### src/rtl/bram_port_arbiter.sv
// Clear-then-share sequencer for one BRAM port: sweeps the RAM to zero after reset, then round-robins requesters A/B.
// Optional BRAM_ARB_DOREG_EN targets a BRAM with its output register enabled (one extra read-latency cycle).
module bram_port_arbiter #(
  parameter int ADDR_W = 10,
  parameter int DATA_W = 8
) (
  input  logic              clk,
  input  logic              rst_n,
  input  logic              req_a,
  input  logic              we_a,
  input  logic [ADDR_W-1:0] addr_a,
  input  logic [DATA_W-1:0] wdata_a,
  input  logic              req_b,
  input  logic              we_b,
  input  logic [ADDR_W-1:0] addr_b,
  input  logic [DATA_W-1:0] wdata_b,
  output logic              gnt_a,
  output logic              gnt_b,
  output logic              rvalid_a,
  output logic              rvalid_b,
  output logic [DATA_W-1:0] rdata_a,
  output logic [DATA_W-1:0] rdata_b,
  output logic              init_done,
  output logic              ram_en,
  output logic              ram_we,
  output logic [ADDR_W-1:0] ram_addr,
  output logic [DATA_W-1:0] ram_di,
  output logic              ram_regce,
  input  logic [DATA_W-1:0] ram_do
);

  // state  | meaning
  // S_INIT | zero-fill sweep over every address, no grants
  // S_RUN  | round-robin arbitration between A and B

`ifdef BRAM_ARB_DOREG_EN
  localparam int TAG_D = 2;
  assign ram_regce = 1'b1;
`else
  localparam int TAG_D = 1;
  assign ram_regce = 1'b0;
`endif

  typedef enum logic {S_INIT, S_RUN} state_t;

  state_t            state;
  logic [ADDR_W:0]   sweep_cnt;
  logic              last_a;
  logic [TAG_D-1:0]  tag_v;
  logic [TAG_D-1:0]  tag_id;
  logic              rd_issue;

  // init_done is high exactly while in S_RUN, so it doubles as the grant enable
  assign gnt_a = init_done & req_a & (~req_b | ~last_a);
  assign gnt_b = init_done & req_b & (~req_a | last_a);

  assign rd_issue = (gnt_a & ~we_a) | (gnt_b & ~we_b);

  assign rdata_a = ram_do;
  assign rdata_b = ram_do;

  always_ff @(posedge clk or negedge rst_n) begin
    if (!rst_n) begin
      state     <= S_INIT;
      sweep_cnt <= '0;
      last_a    <= 1'b0;
      tag_v     <= '0;
      tag_id    <= '0;
      rvalid_a  <= 1'b0;
      rvalid_b  <= 1'b0;
      init_done <= 1'b0;
      ram_en    <= 1'b0;
      ram_we    <= 1'b0;
      ram_addr  <= '0;
      ram_di    <= '0;
    end else begin
      // tag enters stage 0 together with the RAM command; rvalid is the registered pipeline tail
      tag_v    <= TAG_D'({tag_v, rd_issue});
      tag_id   <= TAG_D'({tag_id, gnt_b});
      rvalid_a <= tag_v[TAG_D-1] & ~tag_id[TAG_D-1];
      rvalid_b <= tag_v[TAG_D-1] & tag_id[TAG_D-1];
      case (state)
        S_INIT: begin
          if (sweep_cnt[ADDR_W]) begin
            state     <= S_RUN;
            init_done <= 1'b1;
            ram_en    <= 1'b0;
            ram_we    <= 1'b0;
          end else begin
            ram_en    <= 1'b1;
            ram_we    <= 1'b1;
            ram_addr  <= sweep_cnt[ADDR_W-1:0];
            ram_di    <= '0;
            sweep_cnt <= sweep_cnt + (ADDR_W+1)'(1);
          end
        end
        S_RUN: begin
          if (gnt_a || gnt_b) begin
            ram_en   <= 1'b1;
            ram_we   <= gnt_a ? we_a : we_b;
            ram_addr <= gnt_a ? addr_a : addr_b;
            ram_di   <= gnt_a ? wdata_a : wdata_b;
            last_a   <= gnt_a;
          end else begin
            ram_en <= 1'b0;
            ram_we <= 1'b0;
          end
        end
        default: state <= S_INIT;
      endcase
    end
  end

endmodule

### config.mk
export PLATFORM = sky130hd
export DESIGN_NAME = bram_port_arbiter
export DESIGN_NICKNAME = d
export VERILOG_FILES = /design/src/rtl/bram_port_arbiter.sv
export SDC_FILE = /design/constraint.sdc
export NUM_CORES = 1
export LEC_CHECK = 0
export CORE_MARGIN = 3
export CORE_UTILIZATION = 34
export CTS_CLUSTER_SIZE = 30
export DETAILED_ROUTE_END_ITERATION = 16
export PLACE_DENSITY = 0.69
export SLEW_MARGIN = 25
export SYNTH_ARGS = -nofsm -noshare
export SYNTH_HDL_FRONTEND = slang
export SYNTH_SLANG_ARGS = --single-unit
### constraint.sdc
create_clock -name clk -period 2.2 [get_ports clk]
set_input_delay 0.66 -clock clk [delete_from_list [all_inputs] [get_ports clk]]
set_output_delay 0.66 -clock clk [all_outputs]
set_load 0.02 [all_outputs]
==> reports/qor.tcl, run 1 <==
set qor(antenna_found_initial) 0
set qor(criticalPathCategory) {flip-flop to output pin}
set qor(max-cap-violations) 0
set qor(multi_input_area_um2) 706
set qor(post_drt_via_cell_ratio) 4.80
set qor(insertedDiodeCount) 0
set qor(route.final.wire_length_mm) 4.00
set qor(worstSetupEndpointType) {output pin}
set qor(post_cts_resized) 13
set qor(synthToLayoutAreaGrowth_pct) 37.5
set qor(synth.area.top_cells) {dfrtp_1 51%, mux2i_1 9.7%, buf_4 7.3%, o22ai_1 3.4%, xnor2_1 3.3%}
set qor(internal_power_uw) 1020
set qor(finalNetCount) 273
set qor(cp.buffers_inverters) 1
set qor(yosysUniqueCellTypes) 32
set qor(gr-usage-all-layers) 0.135
set qor(core.rowCount) 26
set qor(fraction_of_final_layout_cells_with_drive_strength_greater_than_1) 0.117
set qor(ir_drop_uv) 311
set qor(synthMuxAreaShare) 0.0968
set qor(nFillCells) 521
set qor(power_frac_clock) 0.379
set qor(share_of_total_power_in_sequential_cells) 0.541
set qor(timing.critical_path.arrival_ns) 1.42
set qor(grt.overflow.total) 0
set qor(power_per_cell_area_nw_per_um2) 504
set qor(p_sw_frac) 0.209
set qor(synth_top_family_by_area) {compound AO/OA/AOI/OAI gates}
set qor(critPathSlowestCell) {clkdlybuf4s50_1}
set qor(synth.largest_area_cell) {dfrtp_1}
set qor(yosys_warnings) 0
set qor(timing.fmax_ghz) 0.481
set qor(xor_xnor_portion_of_the_synthesized_cell_area) 0.0423
set qor(first_pass_grt_wire_length_mm) 6.40
set qor(cts_tree) {yes}
set qor(ant_nets) 0
set qor(count_of_pins_over_their_slew_limit) 0
set qor(seq_area_um2) 951
set qor(clk-insertion-delay-late_ns) 0.29
set qor(family_of_cells_with_the_greatest_summed_delay_on_the_critical_path) {buffers and inverters}
set qor(path_cells) {clkdlybuf4s50_1}
set qor(post_drt_wl_per_cell_um) 13.6
set qor(post_synth_fa_ha_maj_area_fraction) 0.00672
set qor(cts_hold_buf) 0
set qor(synth_compound_area_frac) 0.118
set qor(preCtsSetupSlack_ns) -0.498
set qor(run_status) {finished, final reports clean}
set qor(syn_area_per_cell_um2) 11.1
set qor(first_global_vias) 1335
set qor(dieArea_um2) 6400
set qor(cts_buffers) 5
set qor(async_sr_flop_fraction) 1.00
set qor(critical_path.max_fanout) 6
set qor(placement.cell_area_um2) 2470
set qor(detailedRoute.firstPassIterationCount) 4
set qor(cts.sink_count) 38
set qor(die_width_um) 80
set qor(p_leak_uw) 0.00123
set qor(report.final.setup_viol) 0
set qor(post_synth_and_or_nand_nor_area_fraction) 0.112
set qor(cts-root-to-sink-buffers) 2
set qor(placed_cells_incl_taps) 285
set qor(power_frac_comb) 0.079
set qor(largest_net_degree_at_the_start_of_global_routing) 39
set qor(detailroute.via_count) 1407
set qor(hold_class) {input pin to asynchronous set/reset pin}
set qor(cpPeakStageDelay_ns) 0.65
set qor(design_area_um2) 2560
set qor(port_buffers) 66
set qor(worstSetupStartpointType) {flip-flop}
set qor(drt_iter0_drc) 53
set qor(gp_congestion) 0.732
set qor(synth_edf_count) 0
set qor(post-route-period-util) 0.945
set qor(mappedNetlistArea_um2) 1860
set qor(report.final.hold_viol_count) 0
set qor(area_fraction_of_the_dominant_cell_type_after_synthesis) 0.511
set qor(synth_ff_type) {dfrtp_1}
set qor(core_area_um2) 5200
set qor(cts.clk_slew.worst_paths_ns) 0.07
set qor(htreeDepth) 2
set qor(power.net_switching_uw) 269
set qor(final.setup_skew_ns) 0.00834
set qor(final.min_clock_period_ns) 2.08
set qor(most-common-layout-cells) {61 x clkdlybuf4s50_1, 38 x dfrtp_1, 18 x mux2i_1}
set qor(rsz0062_at_grt) {no}
set qor(timing.final.ws_setup_ns) 0.120
set qor(initial_core_util) 0.358
set qor(final_common_cell) {clkdlybuf4s50_1}
set qor(post-cts-setup-buffer-count) 0
set qor(seq_area_frac_synth) 0.511
set qor(synth.net_count) 218
set qor(i_o_pins) 92
set qor(postLayoutCoreUtil) 0.492
set qor(root_buffer) {clkbuf_8}
set qor(post_synth_inst_count) 167
set qor(crit_required_ns) 1.54
set qor(die_y_um) 80
set qor(hpwl_mm) 2.84
set qor(drc) 0
set qor(yosys_register_bits) 38
set qor(finish.cell_count_without_fillers) 293
## cell type report
cell class / instances / share of cell area
timing repair buffer: 72 / 0.276
tap: 70 / 0.0342
inverter: 5 / 0.00733
sequential: 38 / 0.371
multi-input combinational: 100 / 0.276
clock buffer: 7 / 0.0337
clock inverter: 1 / 0.00196
## cells in the mapped netlist, types with 2 or more instances
master	count
a21o_1	2
a21oi_1	9
and3_4	2
buf_2	2
buf_4	18
buf_6	4
dfrtp_1	38
inv_1	3
inv_2	2
mux2i_1	18
nand2_1	11
nand3_1	8
nand4_1	5
nor2_1	2
o21ai_1	10
o22ai_1	10
xnor2_1	7
xor2_1	2
## power groups by stage
stage / Sequential, uW / Clock (uW) / Combinational [uW]
final: 698 / 489 / 102
after CTS: 698 / 502 / 104
after global placement: 712 / 0 / 104
after floorplan: 712 / 0 / 56.9
after global routing: 698 / 537 / 112
after detailed placement: 712 / 0 / 105
## final timing paths
| path | start | to | slack [ns] | cells past startpoint |
|---|---|---|---|---|
| worst max register to register | state$_DFF_PN0_ | ram_addr[0]$_DFFE_PN0P_ | 0.70 | 5 |
| worst min register to register | tag_id$_DFF_PN0_ | rvalid_a$_DFF_PN0_ | 0.42 | 1 |
| min in group clk | tag_id$_DFF_PN0_ | rvalid_a$_DFF_PN0_ | 0.42 | 1 |
| worst min-delay path | rst_n | ram_addr[3]$_DFFE_PN0P_ | 0.42 | 2 |
| max in group asynchronous | rst_n | sweep_cnt[1]$_DFFE_PN0P_ | 1.45 | 2 |
| worst max-delay path | init_done$_DFFE_PN0P_ | init_done | 0.12 | 1 |
## per-layer routing
layer  wire length (um)  global-route usage  vias up
met4                 63              0.0524        0
met3                501              0.0700        5
li1                   -                   -      676
met2               1820               0.203       65
met5                  0                   0        -
met1               1610               0.163      661
## flip-flops by register name (all words and copies together), names as in the netlist
name       cells
init_done      1
last_a         1
ram_addr      10
ram_di         8
ram_en         1
ram_we         1
rvalid_a       1
rvalid_b       1
state          1
sweep_cnt     11
tag_id         1
tag_v          1
## per-stage QoR
step	hold slack, ns	total power, uW	setup TNS, ns
finish	0.418	1290	0
detailed placement	0.409	817	-0.988
CTS	0.425	1300	0
global placement	0.397	816	-0.952
floorplan	0.364	769	0
global route	0.446	1350	0
## kinds of logic after synthesis
family,count (synthesis)
flip-flops,38
AO/OA/AOI/OAI,36
AND/OR/NAND/NOR,35
buffers and inverters,29
multiplexers,18
XOR/XNOR,9
adder cells (fa/ha/maj),1
other,1
## worst register-to-register path, stage by stage (launching register included)
cell and delay (ns):
dfrtp_1 0.45, nor2_4 0.25, inv_2 0.25, and3_4 0.26, a21oi_2 0.11, o21ai_1 0.07
(Power assumes the default switching activity.)
==> run 2, diff against run 1 <==
CELL_PAD_IN_SITES_DETAIL_PLACEMENT = 1   (was not set)
CELL_PAD_IN_SITES_GLOBAL_PLACEMENT = 1   (was not set)
CORE_UTILIZATION = 32   (was 34)
PLACE_DENSITY = not set   (was 0.69)
PLACE_DENSITY_LB_ADDON = 0.1   (was not set)
==> run 2 against run 1 <==
  * Cell area grew 0.83%
  * Sequential share of layout area decreased by 0.31 points
  * Clock skew down 0.0013 ns
  * Register-to-register slack hardly changed
  * First-iteration DRC count shrank 38%
  * Clock power hardly changed
  * Sequential power about the same
  * Via count up 3.1%
  * Critical path type unchanged
  * Largest cell class unchanged
  * Highest routed layer unchanged
==> reports/qor.tcl, run 2 (same netlist as run 1, synthesis figures left out) <==
set qor(finalNetCount) 275 ;# +0.73%
set qor(grt.overflow.total) 0 ;# unchanged
set qor(power_per_cell_area_nw_per_um2) 500 ;# -0.73%
set qor(detailroute.wirelength.met2_mm) 2.21 ;# +21%
set qor(post-route-period-util) 0.942 ;# -0.00296
set qor(dr_wl_met3_um) 478 ;# -4.6%
set qor(worstSetupEndpointType) {output pin}
set qor(gp_congestion) 0.739 ;# +0.85%
set qor(die_width_um) 82.3 ;# +2.8%
set qor(final.min_clock_period_ns) 2.07 ;# -0.00651 ns
set qor(report.final.hold_viol_count) 0 ;# unchanged
set qor(cts.clk_slew.worst_paths_ns) 0.08 ;# about the same
set qor(criticalPathCategory) {flip-flop to output pin}
set qor(ir_drop_uv) 263 ;# -15%
set qor(critPathSlowestCell) {clkdlybuf4s50_1}
set qor(reg.largest.list) {sweep_cnt: 11 flops, ram_addr: 10 flops, ram_di: 8 flops}
set qor(core.rowCount) 27 ;# +3.8%
set qor(clk-insertion-delay-late_ns) 0.29 ;# about the same
set qor(ant_nets) 0 ;# unchanged
set qor(fin_total_pwr_uw) 1290 ;# about the same
set qor(detailroute.via_count) 1451 ;# +3.1%
set qor(drc) 0 ;# unchanged
set qor(design_area_um2) 2580 ;# +0.83%
set qor(largest_net_degree_at_the_start_of_global_routing) 24 ;# -38%
set qor(critical_path.max_fanout) 6 ;# unchanged
set qor(insertedDiodeCount) 0 ;# unchanged
set qor(cp.buffers_inverters) 1 ;# unchanged
set qor(finish.cell_count_without_fillers) 297 ;# +1.4%
set qor(i_o_pins) 92 ;# unchanged
set qor(cpPeakStageDelay_ns) 0.65 ;# about the same
set qor(hpwl_mm) 3.55 ;# +25%
set qor(timing.fmax_ghz) 0.482 ;# +0.31%
set qor(final_common_cell) {clkdlybuf4s50_1}
set qor(route.final.wire_length_mm) 4.66 ;# +17%
set qor(first_pass_grt_wire_length_mm) 7.78 ;# +22%
set qor(port_buffers) 66 ;# unchanged
set qor(timing.critical_path.arrival_ns) 1.41 ;# about the same
set qor(max-cap-violations) 0 ;# unchanged
set qor(drt_iter0_drc) 33 ;# -38%
set qor(post_drt_via_cell_ratio) 4.89 ;# +1.7%
set qor(cts_hold_buf) 0 ;# unchanged
set qor(antenna_found_initial) 0 ;# unchanged
set qor(cts_tree) {yes}
set qor(cts-root-to-sink-buffers) 2 ;# unchanged
set qor(core_area_um2) 5570 ;# +7.1%
set qor(worstSetupStartpointType) {flip-flop}
set qor(fraction_of_final_layout_cells_with_drive_strength_greater_than_1) 0.124 ;# +0.00785
set qor(path_cells) {clkdlybuf4s50_1}
set qor(p_leak_uw) 0.00125 ;# +1.5%
set qor(detailedRoute.firstPassIterationCount) 4 ;# unchanged
set qor(count_of_pins_over_their_slew_limit) 0 ;# unchanged
set qor(met1_length_mm) 1.92 ;# +19%
set qor(hold_class) {input pin to asynchronous set/reset pin}
set qor(first_global_vias) 1568 ;# +17%
set qor(rsz0062_at_grt) {no}
set qor(report.final.setup_viol) 0 ;# unchanged
set qor(placed_cells_incl_taps) 289 ;# +1.4%
set qor(die_y_um) 82.3 ;# +2.8%
set qor(post_drt_wl_per_cell_um) 15.7 ;# +15%
set qor(initial_core_util) 0.334 ;# -0.0237
set qor(most-common-layout-cells) {61 x clkdlybuf4s50_1, 38 x dfrtp_1, 18 x mux2i_1}
set qor(largest_reg_flops) 11 ;# unchanged
set qor(crit_required_ns) 1.54 ;# about the same
set qor(cts_buffers) 5 ;# unchanged
set qor(root_buffer) {clkbuf_8}
set qor(synthToLayoutAreaGrowth_pct) 38.6
set qor(largest_register_by_flop_count) {sweep_cnt}
set qor(family_of_cells_with_the_greatest_summed_delay_on_the_critical_path) {buffers and inverters}
set qor(dieArea_um2) 6770 ;# +5.8%
set qor(cts.sink_count) 38 ;# unchanged
set qor(run_status) {finished, final reports clean}
set qor(final.setup_skew_ns) 0.00704 ;# -0.00130 ns
set qor(gr-usage-all-layers) 0.150 ;# +0.0154
set qor(top_signal_layer_used) {met4}
set qor(htreeDepth) 2 ;# unchanged
set qor(placement.cell_area_um2) 2490 ;# +0.71%
## run 2: changes by cell type in the layout (fill, tap and decap cells not counted)
cell / previous run / this run
buf_4: 7 / 9
dlygate4sd2_1: 2 / 1
dlymetal6s2s_1: 0 / 1
## run 2: cell type report
cell class,count,area [um2]
fillers,605,2990
flip-flops and latches,38,951
repair buffers,74,724
multi-input cells,100,706
well taps,72,90.1
clock buffers,7,86.3
inverters,5,18.8
clock inverters,1,5.00
## run 2: timing repair
item | 4_1_cts | 5_1_grt
pin swaps | 0 | 0
endpoints found under the setup margin | 2 | 2
hold endpoints to repair | 0 | 0
gates resized for setup | 12 | 1
buffers inserted | 0 | 0
## run 2: routing by layer
layer,up-vias,global-route usage
met4,0,0.0382
met1,694,0.181
met3,8,0.0651
li1,681,-
met5,-,0
met2,68,0.246
## run 2: worst paths after layout
check / startpoint / cells past startpoint / slack, ns / end
setup / recovery: init_done$_DFFE_PN0P_ / 1 / 0.13 / init_done
max in group asynchronous: rst_n / 2 / 1.38 / ram_di[6]$_DFFE_PN0P_
hold reg to reg: tag_id$_DFF_PN0_ / 1 / 0.42 / rvalid_a$_DFF_PN0_
min in group clk: tag_id$_DFF_PN0_ / 1 / 0.42 / rvalid_a$_DFF_PN0_
setup reg to reg: state$_DFF_PN0_ / 5 / 0.71 / ram_addr[0]$_DFFE_PN0P_
hold / removal: rst_n / 1 / 0.30 / ram_addr[9]$_DFFE_PN0P_
## run 2: stage by stage
step / utilization / TNS, ns / worst slack, ns / hold WS [ns]
global route: 0.463 / 0 / 0.0928 / 0.334
finish: 0.463 / 0 / 0.127 / 0.304
global placement: 0.447 / -0.956 / -0.487 / 0.398
floorplan: - / 0 / 0.407 / 0.364
CTS: 0.463 / 0 / 0.00570 / 0.318
detailed placement: 0.447 / -0.992 / -0.499 / 0.409
## run 2: power breakdown
group          leakage [uW]  switching, uW  internal, uW
Sequential         0.000491              0           698
Combinational      0.000711           34.4          71.7
Clock             0.0000482            234           253
Total               0.00125            269          1020
